$ cat config.mk
export PLATFORM = sky130hd
export DESIGN_NAME = pc_gen
export DESIGN_NICKNAME = d
export VERILOG_FILES = /design/src/rtl/npc_pc_pkg.sv /design/src/rtl/pc_target_calc.sv /design/src/rtl/pc_gen.sv
export SDC_FILE = /design/constraint.sdc
export NUM_CORES = 1
export LEC_CHECK = 0
export CAP_MARGIN = 0
export CORE_UTILIZATION = 42
export CTS_CLUSTER_DIAMETER = 60
export DETAILED_ROUTE_END_ITERATION = 8
export GPL_TIMING_DRIVEN = 1
export PLACE_DENSITY = 0.79
export SLEW_MARGIN = 20
export SYNTH_ARGS = -nofsm -noshare
export SYNTH_HDL_FRONTEND = slang
export SYNTH_SLANG_ARGS = --single-unit
export TNS_END_PERCENT = 100
$ cat constraint.sdc
create_clock -name clk -period 2.6 [get_ports clk]
set_clock_uncertainty 0.1 [all_clocks]
set_input_delay 0.52 -clock clk [delete_from_list [all_inputs] [get_ports clk]]
set_output_delay 0.52 -clock clk [all_outputs]
set_load 0.05 [all_outputs]
$ cat src/rtl/npc_pc_pkg.sv
// rtl/npc_pc_pkg.sv - shared types and constants for the NPC next-PC generator
// PC_GEN_MISALIGN_TRAP_EN enables redirecting misaligned adder targets to mtvec.
package npc_pc_pkg;

  typedef enum logic [1:0] {
    BOOT  = 2'd0,
    RUN   = 2'd1,
    FLUSH = 2'd2
  } pc_state_t;

  localparam logic [1:0] KIND_ADD  = 2'b00;
  localparam logic [1:0] KIND_TRAP = 2'b01;
  localparam logic [1:0] KIND_RSVD = 2'b10;
  localparam logic [1:0] KIND_MRET = 2'b11;

`ifdef PC_GEN_MISALIGN_TRAP_EN
  localparam bit MISALIGN_TRAP_EN = 1'b1;
`else
  localparam bit MISALIGN_TRAP_EN = 1'b0;
`endif

endpackage

$ cat src/rtl/pc_target_calc.sv
// rtl/pc_target_calc.sv - combinational redirect target select, adder, jalr mask, misalign check
// Misaligned adder targets divert to mtvec only when PC_GEN_MISALIGN_TRAP_EN is defined.
module pc_target_calc
  import npc_pc_pkg::*;
#(
  parameter int WIDTH = 32,
  parameter int STEP  = 4
) (
  input  logic [1:0]       redir_kind,
  input  logic             redir_base_sel,
  input  logic             redir_jalr,
  input  logic [WIDTH-1:0] redir_src_pc,
  input  logic [WIDTH-1:0] rs1,
  input  logic [WIDTH-1:0] imm,
  input  logic [WIDTH-1:0] mtvec,
  input  logic [WIDTH-1:0] mepc,
  output logic [WIDTH-1:0] raw_target,
  output logic [WIDTH-1:0] target,
  output logic             mis_hit
);

  logic [WIDTH-1:0] base;
  logic [WIDTH-1:0] sum;
  logic [WIDTH-1:0] add_tgt;
  logic             unaligned;

  assign base      = redir_base_sel ? rs1 : redir_src_pc;
  assign sum       = base + imm;
  assign add_tgt   = redir_jalr ? {sum[WIDTH-1:1], 1'b0} : sum;
  assign unaligned = (add_tgt % WIDTH'(STEP)) != '0;

  always_comb begin
    raw_target = add_tgt;
    mis_hit    = 1'b0;
    case (redir_kind)
      KIND_TRAP: raw_target = mtvec;
      KIND_MRET: raw_target = mepc;
      default:   mis_hit    = MISALIGN_TRAP_EN && unaligned;
    endcase
  end

  assign target = mis_hit ? mtvec : raw_target;

endmodule

$ cat src/rtl/pc_gen.sv
// rtl/pc_gen.sv - next-PC generator: boot delay, fetch handshake, redirect with flush bubble
// Misalign reporting is live only when PC_GEN_MISALIGN_TRAP_EN is defined; otherwise it stays 0.
module pc_gen
  import npc_pc_pkg::*;
#(
  parameter int               WIDTH       = 32,
  parameter logic [WIDTH-1:0] RESET_VEC   = 32'h8000_0000,
  parameter int               STEP        = 4,
  parameter int               BOOT_CYCLES = 2,
  parameter int               CNT_WIDTH   = 32
) (
  input  logic                 clk,
  input  logic                 rst_n,
  output logic                 pc_valid,
  input  logic                 ifu_ready,
  output logic [WIDTH-1:0]     pc,
  output logic                 flush,
  input  logic                 redir_valid,
  input  logic [1:0]           redir_kind,
  input  logic                 redir_base_sel,
  input  logic                 redir_jalr,
  input  logic [WIDTH-1:0]     redir_src_pc,
  input  logic [WIDTH-1:0]     rs1,
  input  logic [WIDTH-1:0]     imm,
  input  logic [WIDTH-1:0]     mtvec,
  input  logic [WIDTH-1:0]     mepc,
  output logic [CNT_WIDTH-1:0] fetch_cnt,
  output logic                 misalign,
  output logic [WIDTH-1:0]     misalign_addr
);

  localparam int BOOT_W = (BOOT_CYCLES > 1) ? $clog2(BOOT_CYCLES + 1) : 1;

  pc_state_t         state;
  logic [BOOT_W-1:0] boot_cnt;
  logic [WIDTH-1:0]  target;
  logic [WIDTH-1:0]  raw_target;
  logic              mis_hit;
  logic              fire;

  assign fire = pc_valid & ifu_ready;

  pc_target_calc #(
    .WIDTH (WIDTH),
    .STEP  (STEP)
  ) u_target (
    .redir_kind     (redir_kind),
    .redir_base_sel (redir_base_sel),
    .redir_jalr     (redir_jalr),
    .redir_src_pc   (redir_src_pc),
    .rs1            (rs1),
    .imm            (imm),
    .mtvec          (mtvec),
    .mepc           (mepc),
    .raw_target     (raw_target),
    .target         (target),
    .mis_hit        (mis_hit)
  );

  always_ff @(posedge clk or negedge rst_n) begin
    if (!rst_n) begin
      state         <= BOOT;
      boot_cnt      <= BOOT_W'(BOOT_CYCLES);
      pc            <= RESET_VEC;
      pc_valid      <= 1'b0;
      flush         <= 1'b0;
      fetch_cnt     <= '0;
      misalign      <= 1'b0;
      misalign_addr <= '0;
    end else begin
      flush    <= 1'b0;
      misalign <= 1'b0;

      if (fire)
        fetch_cnt <= fetch_cnt + CNT_WIDTH'(1);

      // Redirect beats the sequential step; a fetch fired alongside it is flushed by the IFU.
      if (redir_valid) begin
        pc <= target;
        if (mis_hit) begin
          misalign      <= 1'b1;
          misalign_addr <= raw_target;
        end
      end else if (fire) begin
        pc <= pc + WIDTH'(STEP);
      end

      case (state)
        BOOT: begin
          // Redirects during boot only preload pc; the boot delay still runs out.
          if (boot_cnt <= BOOT_W'(1)) begin
            state    <= RUN;
            pc_valid <= 1'b1;
          end else begin
            boot_cnt <= boot_cnt - BOOT_W'(1);
          end
        end
        default: begin
          if (redir_valid) begin
            state    <= FLUSH;
            pc_valid <= 1'b0;
            flush    <= 1'b1;
          end else begin
            state    <= RUN;
            pc_valid <= 1'b1;
          end
        end
      endcase
    end
  end

endmodule
Yosys cells after proc, flatten, opt, wreduce, memory -nomap -nowiden
Index checks and enable logic that the tools add are counted.

operators by class
  multiplexer cells = 13
  reduce and logical (&&, ||, !) cells = 3
  bitwise gates (word level) = 2
  eq/ne operators = 3
  $lt $le $gt $ge = 1
  add/subtract/negate cells = 4

operators with widths
  operator                                              count
  two-way mux 32 bit                                    3
  one-hot mux 32 bit (2 select lines)                   1
  adder 32 x 1 -> 32 bit (second input constant)        1
  adder 32 x 3 -> 32 bit (second input constant)        1
  adder 32 bit                                          1
  two-way mux 1 bit                                     6
  two-way mux 2 bit                                     3
  == test 2 x 1 -> 1 bit (second input constant)        1
  == test 2 bit (second input constant)                 1
  <= comparator 2 x 1 -> 1 bit (second input constant)  1
  zero test 2 bit                                       1
  != test 2 bit (second input constant)                 1
  AND reduction 2 bit                                   1
  nonzero test 2 bit                                    1
  subtractor 2 x 1 -> 2 bit (second input constant)     1
  AND 1 bit                                             1
  inverter 1 bit                                        1

word-level totals
  bits in registers = 70
  bits of input ports = 168
  output and inout bits = 99

Longest topological paths before layout
  word-level depth = 5
  mapped depth = 15
  mapped depth without buffers = 14

Cells and area by module
Synthesis repeated with hierarchy kept, for this count alone.

unflattened totals
  cell total of the unflattened synthesis = 865
  area total of the unflattened synthesis = 7,845.0 sq um

by module, submodules not included
  module          instances  area each (sq um)  cells each
  pc_gen          1          4,675.7            424
  pc_target_calc  1          3,169.3            441

Least setup slack after synthesis
Ideal clock, no wire load.

  path type = input to register
  start = in redir_base_sel
  end = reg pc[29]
  path slack = -1,189 ps
  cell stages on the path = 14
  arrival = 3,558 ps
  cells stage by stage = clkbuf_1 > clkbuf_1 > mux2_2 > ha_1 > a21oi_2 > o21ai_1 > a221o_1 > o31a_1 > o311a_1 > o211ai_2 > a21oi_1 > xor2_1 > o211ai_2 > o21ai_1

between the ends
  longest elaborated chain between the ends = 4

ends and longest elaborated chain
  item                                 line                  text
  from (decl)                          pc_gen.sv:20          input logic redir_base_sel,
  two-way mux 32 bit                   pc_target_calc.sv:27  assign base = redir_base_sel ? rs1 : redir_src_pc;
  adder 32 bit                         pc_target_calc.sv:28  assign sum = base + imm;
  one-hot mux 32 bit (2 select lines)  pc_target_calc.sv:35  case (redir_kind)
  two-way mux 32 bit                   pc_gen.sv:78          if (redir_valid) begin
  to (signal assigned)                 pc_gen.sv:79          pc <= target;
  to (signal assigned)                 pc_gen.sv:85          pc <= pc + WIDTH'(STEP);
  to (decl)                            pc_gen.sv:16          output logic [WIDTH-1:0] pc,

No other way between the ends.
A chain may end at the register's enable or synchronous reset.

Worst setup path in the final report
  start = in imm[6]
  end = reg pc[27]

between the ends
  longest elaborated chain between the ends = 3

ends and longest elaborated chain
  item                                 line                  text
  from (decl)                          pc_gen.sv:24          input logic [WIDTH-1:0] imm,
  adder 32 bit                         pc_target_calc.sv:28
  one-hot mux 32 bit (2 select lines)  pc_target_calc.sv:35
  two-way mux 32 bit                   pc_gen.sv:78

No other way between the ends.

==> reports/metrics.csv <==
stage;metric;value;unit
status;status;finished with violations;
status;failing checks;negative setup slack;
worst_setup_path;Crit path max-delay family;compound AO/OA/AOI/OAI gates;
clock_network;worst-skew pair later-pin latency;340;ps
yosys;top_reg_cell synth;dfrtp_1;
sta;Slew Limit Headroom;56.6;%
worst_setup_path;WP data arrival;3270;ps
yosys;Synth Warn #;0;
worst_setup_path;Worst Setup Path Type;in2reg;
die;Core Box Area;14500;um^2
yosys;Synth top cells by count;nand2_1 (79), dfrtp_1 (68), xnor2_1 (55);
sta;Hold Vio Cnt, Final;0;
worst_setup_path;FF-to-FF setup slack;90;ps
sta;fin crit period;3150;ps
power;worst ir drop on vdd;0.000322;V
power;Tot Pwr;0.00549;W
clock_network;CTS buffer count;9;
yosys;post-synthesis cell type count;61;
die;Die Height;124;um
die;Ports;267;
layout;post-route insts no fill;1264;
clock_network;CTS tree;done;
grt;initial antenna violation count;0;
clock_network;CTS max path bufs;2;
yosys;Post-Synthesis Cells;719;
worst_setup_path;worst flop-to-flop path startpoint;pc[6];
worst_setup_path;CP peak stage delay;550;ps
place;Placed Cells incl. Taps;1226;
power;power per cell area;519;nW/um^2
sta;Final WS setup;-546;ps
routing;drt first-iter violations;479;
layout;fill count;1016;
sta;part of the cycle the worst path needs;121;%
routing;WL final;22.1;mm
place;Port Buffer Count;233;
yosys;sequential area share after synthesis;28.3;%
grt;first-pass GRT wire length;32.4;mm
yosys;count leader, synth;nand2_1;
hold_path;HP Class;in2async;
grt;Overflow after GRT;0;
sta;Final setup viols;25;
flow_run;max cap viols;0;
clock_network;root buffer cell;clkbuf_16;
yosys;Post-Syn Area;6210;um^2
sta;RSZ-0062 raised after global routing;yes;
layout;ANT cells;0;
die;row count;44;
sta;Final Max Tran Viols;0;
die;die area;15300;um^2
yosys;Avg Cell Area, Syn;8.63;um^2
routing;routed len/inst;17.5;um
grt;largest net degree at the start of global routing;71;
worst_setup_path;worst-path cell chain;clkdlybuf4s50_1 > ha_4 > a21oi_4 > o21ai_2 > a221o_1 > buf_6 > nor3_4 > o31ai_4 > a211oi_4 > o21ai_1 > xnor2_1 > a211o_1;
layout;Final Util;73.0;%
yosys;share of Yosys cell area claimed by the top area cell type;27.4;%
worst_setup_path;Setup crit start kind;primary input;
grt;met2 usage;47.8;%
layout;area delta synth->final;70.4;%
die;Die Wd;124;um
routing;vias;6730;
sta;Min Hold Slack;87.5;ps
routing;drt first pass iters;5;
clock_network;htree depth;3;
grt;global routing's busiest layer;met2;
yosys;synthesized flop and latch total;70;
routing;ANT nets after route;0;
grt;total track usage;27.7;%
yosys;FFs w/ async S/R, synth;100;%
worst_setup_path;Crit Path Max Fanout;3;
sta;fmax;318;MHz
worst_setup_path;worst r2r dst;pc[30];
routing;DRC;0;
power;Leakage;4.74;nW
grt;met1 usage;33.6;%
yosys;Post-synth EDFFs;0;
worst_setup_path;worst reg-to-reg path cell count;9;
sta;Worst Max-Slew Pin Slew;650;ps
worst_setup_path;CP Capture Type;flip-flop;
clock_network;clk slew on worst S/H paths;60;ps
layout;Nets;1279;
worst_setup_path;Crit path buffers/inverters;2;
yosys;Area contributors post-synth;dfrtp_1 (27%), xnor2_1 (7.8%), ha_1 (6.9%);
layout;multi-input logic area;4680;um^2
grt;Global Route met3 Usage;3.18;%
layout;layout cells sized above 1;25.4;%
grt;number of global-route vias before repair;6652;
worst_setup_path;Max stage delay cell, worst path;clkdlybuf4s50_1;
place;post-DP HPWL;16.0;mm
place;GP Congestion;0.913;
layout;storage element area;1750;um^2
clock_network;clock sinks;70;
die;Starting Density;42.9;%
yosys;leading area contributor after synthesis;dfrtp_1;
routing;vias per cell;5.32;
worst_setup_path;Req. time, crit path;2730;ps
report_power, final:
group | switching (W) | internal (W) | total (W)
Combinational | 0.00149 | 0.00126 | 0.00276
Sequential | 0.000172 | 0.00123 | 0.00140
Clock | 0.000454 | 0.000883 | 0.00134
Total | 0.00212 | 0.00337 | 0.00549
cell families after synthesis:
group	Yosys count	share of synthesized area (%)
compound gates	154	16.4
fa+ha+maj	35	7.18
simple gates	230	17.6
other cells	1	0.0604
mux	70	12.0
flops	70	28.3
buf+inv	73	6.41
xor+xnor	86	12.1
placed cells by master, fill, tap and decap left out, drive strengths merged, types with 31 or more instances in the layout:
| master | instances |
|---|---|
| clkdlybuf4s50 | 200 |
| xor2 | 31 |
| a21oi | 39 |
| mux2 | 37 |
| conb | 33 |
| buf | 147 |
| dfrtp | 68 |
| nor2 | 46 |
| mux2i | 33 |
| ha | 34 |
| nand2 | 79 |
| xnor2 | 55 |
stage by stage:
step,setup WS (ps),setup TNS [ps],instance area (um^2)
floorplan,-723,-10600,6570
global placement,-1210,-28180,9660
detailed placement,-1250,-29720,9660
CTS,-541,-9390,10300
global route,-589,-10340,10600
finish,-546,-8320,10600
state kept, by name, indices dropped and copies added, names as in the netlist:
| signal | cells |
|---|---|
| boot_cnt | 2 |
| fetch_cnt | 32 |
| flush | 1 |
| pc | 32 |
| pc_valid | 1 |
| state | 2 |
worst register-to-register path: stages (launching register included):
cell and delay, ps:
dfrtp_1 400, and3_1 260, nand3_2 120, or3_1 430, nor2_1 190, nand3_1 180, nor3_1 270, xnor2_1 180
o22ai_1 110, a21o_1 170
what timing repair did:
item                                    CTS  global route
setup buffers                            21            10
pin swaps                                57            58
endpoints found under the setup margin   28            27
hold buffers                              0             0
gates resized for setup                  63            82
area by class of cell:
class	count	area share (%)
Multi-Input combinational cell	608	44.3
Tap cell	184	2.18
Clock buffer	11	2.39
Clock inverter	4	0.662
Timing Repair Buffer	375	33.5
Sequential cell	70	16.6
Inverter	12	0.426
worst max path at each step:
| stage | startpoint | to | slack [ps] | depth (start not counted) |
|---|---|---|---|---|
| after floorplan | redir_base_sel | pc[29] | -720 | 14 |
| after global placement | redir_base_sel | pc[29] | -1210 | 14 |
| after detailed placement | redir_base_sel | pc[29] | -1250 | 14 |
| after CTS | redir_base_sel | pc[29] | -540 | 15 |
| after global routing | redir_base_sel | pc[21] | -590 | 15 |
| final | imm[6] | pc[27] | -550 | 12 |
per-layer routing:
| layer | wire length (um) | share of wire [%] | vias to the layer above |
|---|---|---|---|
| met5 | 0 | 0 | - |
| met1 | 8830 | 40 | 3157 |
| met3 | 1220 | 5.5 | 71 |
| met2 | 11000 | 50 | 298 |
| li1 | - | - | 3204 |
| met4 | 1060 | 4.8 | 0 |
Power figures use the tool's default switching activity.
